## src/rtl/cache_mem_arbiter.sv

```systemverilog
// Shares the single multicycle main memory between the I-cache and D-cache miss paths:
// round-robin grant, 8-word block fill sequencing, and single-cycle D-cache write-through.
module cache_mem_arbiter #(
  parameter int ADDR_W = 16,
  parameter int DATA_W = 16,
  parameter int WORDS  = 8
) (
  input  logic              clk,
  input  logic              rst_n,
  input  logic              icache_req,
  input  logic [ADDR_W-1:0] icache_addr,
  input  logic              dcache_req,
  input  logic              dcache_wr,
  input  logic [ADDR_W-1:0] dcache_addr,
  input  logic [DATA_W-1:0] dcache_wdata,
  input  logic              mem_data_valid,
  input  logic [DATA_W-1:0] mem_rdata,
  output logic              mem_enable,
  output logic              mem_wr,
  output logic [ADDR_W-1:0] mem_addr,
  output logic [DATA_W-1:0] mem_wdata,
  output logic              icache_busy,
  output logic              dcache_busy,
  output logic              icache_fill_we,
  output logic              dcache_fill_we,
  output logic [ADDR_W-1:0] fill_addr,
  output logic [DATA_W-1:0] fill_data,
  output logic              icache_done,
  output logic              dcache_done
);

  localparam int IDX_W = $clog2(WORDS);
  localparam int CNT_W = IDX_W + 1;
  localparam int OFF_W = IDX_W + 1;
  localparam logic [CNT_W-1:0] CNT_WORDS = CNT_W'(WORDS);
  localparam logic [CNT_W-1:0] CNT_LAST  = CNT_W'(WORDS - 1);
  localparam logic [CNT_W-1:0] CNT_ONE   = CNT_W'(1);

  typedef enum logic [1:0] {IDLE, I_FILL, D_FILL, D_WRITE} state_t;

  state_t                state_q, state_d;
  logic [ADDR_W-1:OFF_W] base_q, base_d;
  logic [CNT_W-1:0]      iss_cnt_q, iss_cnt_d;
  logic [CNT_W-1:0]      rtn_cnt_q, rtn_cnt_d;
  logic                  last_grant_q, last_grant_d;
  logic                  fill_active;
  logic                  fill_ret;
  logic                  grant_i;
  logic                  unused_addr_bits;

  // Fills are always block-aligned, so the I-side offset bits carry no information.
  assign unused_addr_bits = ^icache_addr[OFF_W-1:0];

  assign fill_active = (state_q == I_FILL) || (state_q == D_FILL);
  assign fill_ret    = fill_active && mem_data_valid && (rtn_cnt_q < CNT_WORDS);
  assign grant_i     = icache_req && (!dcache_req || last_grant_q);

  always_ff @(posedge clk or negedge rst_n) begin
    if (!rst_n) begin
      state_q      <= IDLE;
      base_q       <= '0;
      iss_cnt_q    <= '0;
      rtn_cnt_q    <= '0;
      last_grant_q <= 1'b1;
    end else begin
      state_q      <= state_d;
      base_q       <= base_d;
      iss_cnt_q    <= iss_cnt_d;
      rtn_cnt_q    <= rtn_cnt_d;
      last_grant_q <= last_grant_d;
    end
  end

  always_comb begin
    state_d        = state_q;
    base_d         = base_q;
    iss_cnt_d      = iss_cnt_q;
    rtn_cnt_d      = rtn_cnt_q;
    last_grant_d   = last_grant_q;
    mem_enable     = 1'b0;
    mem_wr         = 1'b0;
    mem_addr       = '0;
    mem_wdata      = '0;
    icache_fill_we = 1'b0;
    dcache_fill_we = 1'b0;
    icache_done    = 1'b0;
    dcache_done    = 1'b0;

    case (state_q)
      IDLE: begin
        if (icache_req || dcache_req) begin
          base_d       = grant_i ? icache_addr[ADDR_W-1:OFF_W] : dcache_addr[ADDR_W-1:OFF_W];
          iss_cnt_d    = '0;
          rtn_cnt_d    = '0;
          last_grant_d = !grant_i;
          if (grant_i)        state_d = I_FILL;
          else if (dcache_wr) state_d = D_WRITE;
          else                state_d = D_FILL;
        end
      end

      // Issue and return run independently; only the last returned word ends the fill.
      I_FILL, D_FILL: begin
        if (iss_cnt_q < CNT_WORDS) begin
          mem_enable = 1'b1;
          mem_addr   = {base_q, iss_cnt_q[IDX_W-1:0], 1'b0};
          iss_cnt_d  = iss_cnt_q + CNT_ONE;
        end
        if (fill_ret) begin
          icache_fill_we = (state_q == I_FILL);
          dcache_fill_we = (state_q == D_FILL);
          rtn_cnt_d      = rtn_cnt_q + CNT_ONE;
          if (rtn_cnt_q == CNT_LAST) begin
            icache_done = (state_q == I_FILL);
            dcache_done = (state_q == D_FILL);
            state_d     = IDLE;
          end
        end
      end

      D_WRITE: begin
        mem_enable  = 1'b1;
        mem_wr      = 1'b1;
        mem_addr    = dcache_addr;
        mem_wdata   = dcache_wdata;
        dcache_done = 1'b1;
        state_d     = IDLE;
      end

      default: state_d = IDLE;
    endcase
  end

  assign fill_addr   = {base_q, rtn_cnt_q[IDX_W-1:0], 1'b0};
  assign fill_data   = mem_rdata;
  assign icache_busy = icache_req & ~icache_done;
  assign dcache_busy = dcache_req & ~dcache_done;

endmodule
```

## config.mk

```make
export PLATFORM = sky130hd
export DESIGN_NAME = cache_mem_arbiter
export DESIGN_NICKNAME = d
export VERILOG_FILES = /design/src/rtl/cache_mem_arbiter.sv
export SDC_FILE = /design/constraint.sdc
export NUM_CORES = 1
export LEC_CHECK = 0
export CORE_MARGIN = 2
export CORE_UTILIZATION = 36
export CTS_BUF_LIST = sky130_fd_sc_hd__clkbuf_16
export CTS_CLUSTER_SIZE = 8
export DETAILED_ROUTE_END_ITERATION = 10
export PLACE_DENSITY = 0.87
export REMOVE_ABC_BUFFERS = 1
export SLEW_MARGIN = 20
export SYNTH_ARGS = -nofsm -noshare
export SYNTH_HDL_FRONTEND = slang
export SYNTH_SLANG_ARGS = --single-unit
```

## constraint.sdc

```tcl
create_clock -name clk -period 5.6 [get_ports clk]
set_clock_uncertainty 0.1 [all_clocks]
set_input_delay 0.84 -clock clk [delete_from_list [all_inputs] [get_ports clk]]
set_output_delay 0.84 -clock clk [all_outputs]
set_load 0.05 [all_outputs]
```

==> summary.md, run 1 <==
| Metric | Value |
|---|---|
| Outcome | `completed` |
| First-pass DRT Iterations | `4` |
| Post-synthesis compound-gate area fraction | `19.7%` |
| Slew HR | `49.4%` |
| Final period util | `70.3%` |
| Count of max-cap constraint violations | `0` |
| Die height | `73.8 um` |
| Final instance area | `0.00277 mm^2` |
| Post-Synth Adder-Cell Area | `4.99%` |
| Unrepaired setup endpoints after global routing | `false` |
| Slew @ Worst Pin | `759 ps` |
| Sequential fraction of the synthesis area | `32.9%` |
| Fin. Hold Viols | `0` |
| Post-route ant nets | `0` |
| DR vias/cell | `5.12` |
| Worst-path clk slew | `60 ps` |
| Vias | `1787` |
| Initial DRC count | `77` |
| # clock sinks | `23` |
| Average footprint of a synthesized cell | `8.60 um^2` |
| # resized after CTS | `0` |
| Net count, final | `360` |
| Worst Slack Setup Final | `1670 ps` |
| Die ar. | `0.00545 mm^2` |
| Share of cells above drive strength 1 | `4.96%` |
| Num rows | `25` |
| F_max | `254 MHz` |
| Initial antenna violation count | `0` |
| Post-Synth XOR/XNOR Area | `0%` |
| WHS | `381 ps` |
| Startpoint types | `flop` |
| Gr ovfl total | `0` |
| HPWL after DPL | `4110 um` |
| CP endpoint kind | `primary output` |
| Most common cell after layout, fill and taps aside | `clkdlybuf4s50_1` |
| DR DRC count | `0` |
| Crit Path Class | `flop to primary output` |
| Global router's overall resource usage | `19.0%` |
| Crit path launch | `state_q[0]` |
| # diodes | `0` |
| Worst-skew pair later-pin latency | `250 ps` |
| Largest family of logic cells by synthesized area | `simple AND/OR/NAND/NOR gates` |
| RR Startpoint | `state_q[0]` |
| Core Area | `0.00472 mm^2` |
| Critical path data required time | `4660 ps` |
| Hold path start | `last_grant_q` |
| CTS tree | `done` |
| # IOs | `142` |
| Number of fill cells | `430` |
| Post-synthesis async set-or-reset flop share | `100%` |
| Die width | `73.8 um` |
| Yosys reg bits | `23` |
| Yosys cell types | `36` |
| Final Wtd Congestion | `0.873` |
| Setup bufs post-CTS | `0` |
| CP cell instances | `inv_1 > ha_1 > nor2b_1 > buf_4 > a22oi_1 > nor2_1 > clkdlybuf4s50_1` |
| Finished Layout Cells | `349` |
| Pwr per Cell Area | `562 mW/mm^2` |
| Total clock buffers created by CTS | `3` |
| Synth warn | `0` |
| Cell Area, Synth | `0.00175 mm^2` |
| Hold-fix buffers, CTS | `0` |
| Post-Synthesis Cells | `204` |
| Tmin final | `3930 ps` |
| Cell Count Post-Placement | `345` |
| Clock Path Buffers | `2` |
| Final setup fails | `0` |
| Root buffer cell | `clkbuf_16` |
| Crit path max fanout | `15` |
| Worst vdd ir | `0.250 mV` |
| Post-Route Setup TNS | `0 ps` |
| Slowest stage delay, CP | `830 ps` |
| Crit-path slowest cell | `clkdlybuf4s50_1` |
| Htree depth | `1` |
| Final Max Slew Viols | `0` |
| Initial Util | `37.1%` |
| Simple-gate share of the synthesized area | `21.5%` |
| Global-route wire length before repair | `8090 um` |
| Vias in the first global route | `1654` |
| Overall Power | `1.55 mW` |
| Leakage | `1.17 nW` |
| IO buf count | `104` |
| Hold WC Path Type | `flop to flop` |
| Post-synth EDFFs | `0` |
| DP Area | `0.00268 mm^2` |
| Most frequent cells in the layout | `clkdlybuf4s50_1, dfrtp_1, nor2_1, nand2_1, and2_1` |
| Drt total wl | `5400 um` |
| Syn-to-layout area delta | `57.6%` |
| Worst EP arrival | `2990 ps` |
| Post-layout util | `58.5%` |
| Top_reg_cell synth | `dfrtp_1` |
| Multiplexer share of the synthesized area | `8.13%` |
| Largest net degree at the start of global routing | `36` |
| DR WL/cell | `15.5 um` |
| Pre-CTS setup slack | `1830 ps` |
## layout make-up
type	count	area, um^2	share of cell area (%)
clock inverters	1	3.75	0.136
clock buffers	3	75.1	2.71
inverters	4	15.0	0.543
repair buffers	105	1040	37.7
flip-flops and latches	23	577	20.9
well taps	67	83.8	3.03
multi-input cells	146	967	35.0
## metal layers
metal | share of wire [%] | track usage, % | up-vias
met5 | 0 | 0 | -
met4 | 0.76 | 4.04 | 0
met3 | 12 | 6.31 | 4
met2 | 45 | 30.5 | 107
met1 | 42 | 24.8 | 836
li1 | - | - | 840
## critical path: cells and delay by family, from the launching register on
kind	cells	cell delay (ps)
buffers and inverters	3	1200
adders and majority gates	1	560
and+or+nand+nor	2	480
DFF	1	410
AOI/OAI and AO/OA	1	90
## where the power goes
group	switching [mW]	internal [mW]
clock	0.0591	0.0953
combinational	0.716	0.377
sequential	0.0661	0.239
## synthesized netlist by cell type, types with 4 or more instances
master | instances | share of area, %
dfrtp_1 | 22 | 31
nand2_1 | 21 | 4.5
nor2_1 | 21 | 4.5
buf_4 | 20 | 8.6
and2_1 | 18 | 6.4
a22oi_1 | 15 | 6.4
o21ai_1 | 13 | 3.7
mux2i_1 | 12 | 6.8
clkbuf_1 | 8 | 1.7
a22o_1 | 7 | 3.5
ha_1 | 7 | 5.0
nor2b_1 | 4 | 1.4
o21ai_0 | 4 | 1.1
## logic make-up (layout without fill, tap and decap cells)
logic type / count (synthesis) / after routing
buffers and inverters: 35 / 113
flip-flops: 23 / 23
adder cells (fa/ha/maj): 7 / 7
AND/OR/NAND/NOR: 76 / 76
other: 1 / 1
multiplexers: 14 / 14
AO/OA/AOI/OAI: 48 / 48
## sequential cells by signal, indices dropped and copies added (netlist names)
signal,cells
base_q,12
iss_cnt_q,4
rtn_cnt_q,4
state_q,2
last_grant_q,1
## final timing paths
check                      cells after the start      endpoint  slack [ps]
setup reg to reg                               6  rtn_cnt_q[0]        3650
hold / removal                                 2  last_grant_q         380
setup / recovery                               7  mem_addr[14]        1670
hold reg to reg                                2  last_grant_q         380
max in group asynchronous                      1  last_grant_q        4570
min in group asynchronous                      1  rtn_cnt_q[0]         460
Power figures use the tool's default switching activity.
==> run 2: changes to the inputs <==
Settings changed: CORE_UTILIZATION 36 to 30, PLACE_DENSITY 0.87 to 0.78.
Clock period 5.6 ns to 3.4 ns, I/O delays scaled along.
==> summary.md, run 2 (synthesis gave the netlist of run 1 again) <==
| Metric | Value |
|---|---|
| Slowest stage delay, CP | `810 ps` |
| Setup bufs post-CTS | `0` |
| Final period util | `91.8%` |
| Worst vdd ir | `0.665 mV` |
| Final Wtd Congestion | `0.833` |
| Cell Count Post-Placement | `353` |
| Count of max-cap constraint violations | `0` |
| Die height | `80.5 um` |
| Most frequent cells in the layout | `clkdlybuf4s50_1, dfrtp_1, nor2_1, nand2_1, and2_1` |
| Initial DRC count | `66` |
| Leakage | `1.27 nW` |
| Htree depth | `1` |
| F_max | `320 MHz` |
| Initial Util | `31.5%` |
| Slew @ Worst Pin | `791 ps` |
| CTS tree | `done` |
| Vias | `1753` |
| Global-route wire length before repair | `8510 um` |
| Clock Path Buffers | `2` |
| Crit Path Class | `flop to primary output` |
| Max reg flops | `12` |
| Tmin final | `3120 ps` |
| Pwr per Cell Area | `935 mW/mm^2` |
| Met2 Track Usage GR | `28.4%` |
| IO buf count | `104` |
| Net count, final | `363` |
| Num rows | `27` |
| DR DRC count | `0` |
| Total clock buffers created by CTS | `3` |
| Most common cell on crit path | `nor2_1` |
| Startpoint types | `flop` |
| Gr ovfl total | `0` |
| Fin. Hold Viols | `0` |
| Hold-fix buffers, CTS | `0` |
| Core Area | `0.00557 mm^2` |
| Post-route ant nets | `0` |
| Die width | `80.5 um` |
| WHS | `147 ps` |
| Post-layout util | `52.8%` |
| Syn-to-layout area delta | `67.8%` |
| GRT Max-Usage Layer | `met2` |
| Final setup fails | `0` |
| Die ar. | `0.00647 mm^2` |
| Worst-skew pair later-pin latency | `250 ps` |
| Hold WC Path Type | `primary input to async pin` |
| Unrepaired setup endpoints after global routing | `false` |
| Crit path max fanout | `17` |
| # resized after CTS | `0` |
| Largest regs | `base_q: 12 flops, iss_cnt_q: 4 flops, rtn_cnt_q: 4 flops` |
| # IOs | `142` |
| Met3 Use GR | `7.08%` |
| CP endpoint kind | `primary output` |
| Crit-path slowest cell | `clkdlybuf4s50_1` |
| Slew HR | `47.2%` |
| Largest net degree at the start of global routing | `27` |
| Worst EP arrival | `2510 ps` |
| HPWL after DPL | `4340 um` |
| Final Max Slew Viols | `0` |
| Critical path data required time | `2790 ps` |
| Vias in the first global route | `1767` |
| Met1 Use GR | `20.2%` |
| Share of cells above drive strength 1 | `11.2%` |
| First-pass DRT Iterations | `4` |
| Worst-path clk slew | `60 ps` |
| Initial antenna violation count | `0` |
| Finished Layout Cells | `357` |
| Most flop-heavy register | `base_q` |
| Post-Route Setup TNS | `0 ps` |
| Most common cell after layout, fill and taps aside | `clkdlybuf4s50_1` |
| Drt total wl | `5600 um` |
| Root buffer cell | `clkbuf_16` |
| DR WL/cell | `15.7 um` |
| CP cell instances | `inv_1 > ha_1 > nor2_1 > nor2_1 > clkdlybuf4s50_1` |
| # diodes | `0` |
| # clock sinks | `23` |
| Global router's overall resource usage | `16.9%` |
| Overall Power | `2.75 mW` |
| Outcome | `completed` |
| DR vias/cell | `4.91` |
## run 2: critical path, delay by kind of cell (launching register included)
family,cells,cell delay (ps)
buffers and inverters,2,930
adders and majority gates,1,650
DFF,1,410
and+or+nand+nor,2,270
## run 2: path summary, 6_finish.rpt
kind,from,to,slack [ps],cells after the start
worst max-delay path,state_q[0],dcache_busy,280,5
worst min register to register,last_grant_q,last_grant_q,380,2
worst min-delay path,rst_n,rtn_cnt_q[1],150,1
max in group asynchronous,rst_n,base_q[7],2680,1
worst max register to register,state_q[0],rtn_cnt_q[0],1470,6
min in group clk,last_grant_q,last_grant_q,380,2
## run 2: cell type report
type	instances	area, um^2
Timing Repair Buffer	108	1230
Tap cell	72	90.1
Fill cell	516	2630
Clock buffer	3	75.1
Sequential cell	23	577
Clock inverter	1	3.75
Inverter	4	15.0
Multi-Input combinational cell	146	957
## run 2: per-stage QoR
stage / worst slack, ps / cell area [um^2]
6_report: 279 / 2940
5_1_grt: 165 / 2940
4_1_cts: 284 / 2950
3_5_place_dp: 429 / 2870
3_3_place_gp: 451 / 2870
2_1_floorplan: 242 / 1550
## run 2: layer usage
metal / routed length (um) / up-vias
li1: - / 853
met1: 2270 / 805
met2: 2590 / 91
met3: 699 / 4
met4: 38 / 0
met5: 0 / -
## run 2: report_power, final
group          switching [mW]  leakage [nW]  internal, mW
clock                  0.0915        0.0423         0.157
sequential              0.110         0.291         0.393
combinational            1.22         0.935         0.778
==> run 3: changes to the inputs <==
Settings changed: ABC_CLOCK_PERIOD_IN_PS set to 3400, CELL_PAD_IN_SITES_DETAIL_PLACEMENT set to 2, CELL_PAD_IN_SITES_GLOBAL_PLACEMENT set to 2, CORE_UTILIZATION 30 to 15, GPL_TIMING_DRIVEN set to 0, PLACE_DENSITY 0.78 to unset, PLACE_DENSITY_LB_ADDON set to 0.1.
==> summary.md, run 3 (synthesis gave the netlist of run 1 again) <==
| Metric | Value |
|---|---|
| Critical path data required time | `2790 ps` |
| Final Max Slew Viols | `0` |
| DP Area | `0.00278 mm^2` |
| Worst-skew pair later-pin latency | `260 ps` |
| Initial DRC count | `60` |
| Clock Path Buffers | `2` |
| Syn-to-layout area delta | `63.5%` |
| Slew @ Worst Pin | `768 ps` |
| Pwr per Cell Area | `908 mW/mm^2` |
| Share of cells above drive strength 1 | `5.65%` |
| CP endpoint kind | `primary output` |
| Vias in the first global route | `1981` |
| Net count, final | `361` |
| Finished Layout Cells | `426` |
| Hold WC Path Type | `primary input to async pin` |
| Slowest stage delay, CP | `810 ps` |
| Worst vdd ir | `0.287 mV` |
| IO buf count | `104` |
| Num rows | `39` |
| Fin. Hold Viols | `0` |
| Worst-path clk slew | `70 ps` |
| Worst EP arrival | `2640 ps` |
| Gr ovfl total | `0` |
| Leakage | `1.27 nW` |
| Largest net degree at the start of global routing | `36` |
| Most flop-heavy register | `base_q` |
| Tmin final | `3250 ps` |
| Core Area | `0.0114 mm^2` |
| Number of fill cells | `1307` |
| Vias | `1749` |
| Final Wtd Congestion | `0.676` |
| Total clock buffers created by CTS | `3` |
| Drt total wl | `6920 um` |
| Outcome | `completed` |
| Slew HR | `48.8%` |
| Initial antenna violation count | `0` |
| Count of max-cap constraint violations | `0` |
| Die width | `112 um` |
| CP cell instances | `inv_1 > ha_1 > and2_1 > and3_1 > clkdlybuf4s50_1` |
| Initial Util | `15.4%` |
| Final period util | `95.6%` |
| Final instance area | `0.00287 mm^2` |
| # IOs | `142` |
| First-pass DRT Iterations | `3` |
| # clock sinks | `23` |
| Unrepaired setup endpoints after global routing | `false` |
| Largest regs | `base_q: 12 flops, iss_cnt_q: 4 flops, rtn_cnt_q: 4 flops` |
| Most frequent cells in the layout | `clkdlybuf4s50_1, dfrtp_1, nor2_1, nand2_1` |
| Total area of sequential cells | `577 um^2` |
| Global router's overall resource usage | `11.1%` |
| Hold-fix buffers, CTS | `0` |
| Post-Route Setup TNS | `0 ps` |
| CTS tree | `done` |
| Crit Path Class | `flop to primary output` |
| DR WL/cell | `16.2 um` |
| Post-route ant nets | `0` |
| Crit-path slowest cell | `clkdlybuf4s50_1` |
| F_max | `308 MHz` |
| Crit path max fanout | `15` |
| Multi-input logic area | `975 um^2` |
| Root buffer cell | `clkbuf_16` |
| DR DRC count | `0` |
| # diodes | `0` |
| Max reg flops | `12` |
| Cell Count Post-Placement | `420` |
| WHS | `143 ps` |
| Most common cell after layout, fill and taps aside | `clkdlybuf4s50_1` |
| Overall Power | `2.60 mW` |
| HPWL after DPL | `5220 um` |
| Die ar. | `0.0126 mm^2` |
| Die height | `112 um` |
| Htree depth | `1` |
| Final setup fails | `0` |
| Startpoint types | `flop` |
| Global-route wire length before repair | `11100 um` |
| DR vias/cell | `4.11` |
==> run 3: cell count changes in the layout (fill, tap and decap cells not counted) <==
cell	before	now
buf_12	16	1
buf_4	4	1
clkdlybuf4s50_1	87	84
dlygate4sd2_1	0	18
dlymetal6s2s_1	0	1
ha_1	7	6
ha_2	0	1
nor2b_1	4	3
nor2b_4	0	1
o21ai_2	2	1
o21ai_4	1	2
==> run 3: worst paths after layout <==
check,startpoint,slack [ps],end,depth (start not counted)
worst max-delay path,state_q[0],150,icache_done,5
max in group asynchronous,rst_n,2680,iss_cnt_q[1],1
worst min register to register,last_grant_q,380,last_grant_q,2
worst max register to register,state_q[0],1350,rtn_cnt_q[0],6
min in group clk,last_grant_q,380,last_grant_q,2
worst min-delay path,rst_n,140,base_q[8],1
==> run 3: stage by stage <==
stage / util, % / worst slack, ps
floorplan: - / 242
global placement: 24.2 / -724
detailed placement: 24.3 / -270
CTS: 25.1 / 75.6
global route: 25.1 / 0.894
finish: 25.1 / 149
==> run 3: metal layers <==
layer	GRT usage, %	up-vias	share of wire (%)	wire [um]
li1	-	840	-	-
met1	15.4	836	49	3400
met2	17.6	73	44	3050
met3	3.46	0	6.7	464
met4	1.22	0	0	0
met5	0	-	0	0
==> run 3: layout make-up <==
class | count | share of cell area [%]
multi-input combinational | 146 | 34.0
clock buffer | 3 | 2.62
timing repair buffer | 106 | 36.4
sequential | 23 | 20.1
inverter | 4 | 0.524
clock inverter | 1 | 0.131
tap | 143 | 6.24
==> run 3: where the power goes <==
part           internal (mW)  total [mW]  switching, mW
sequential             0.393       0.507          0.114
combinational          0.619        1.84           1.22
clock                  0.157       0.261          0.104
total                   1.17        2.60           1.44
==> run 3: what timing repair did <==
| action | CTS | global route |
|---|---|---|
| buffers inserted | 2 | 0 |
| setup endpoints to repair | 18 | 1 |
| cloned | 0 | 0 |
| gates resized for setup | 19 | 1 |
==> run 3: critical path: cells and delay by family (launching register included) <==
family | cells | cell delay, ps
buffers and inverters | 2 | 910
adders and majority gates | 1 | 610
and+or+nand+nor | 2 | 450
DFF | 1 | 410
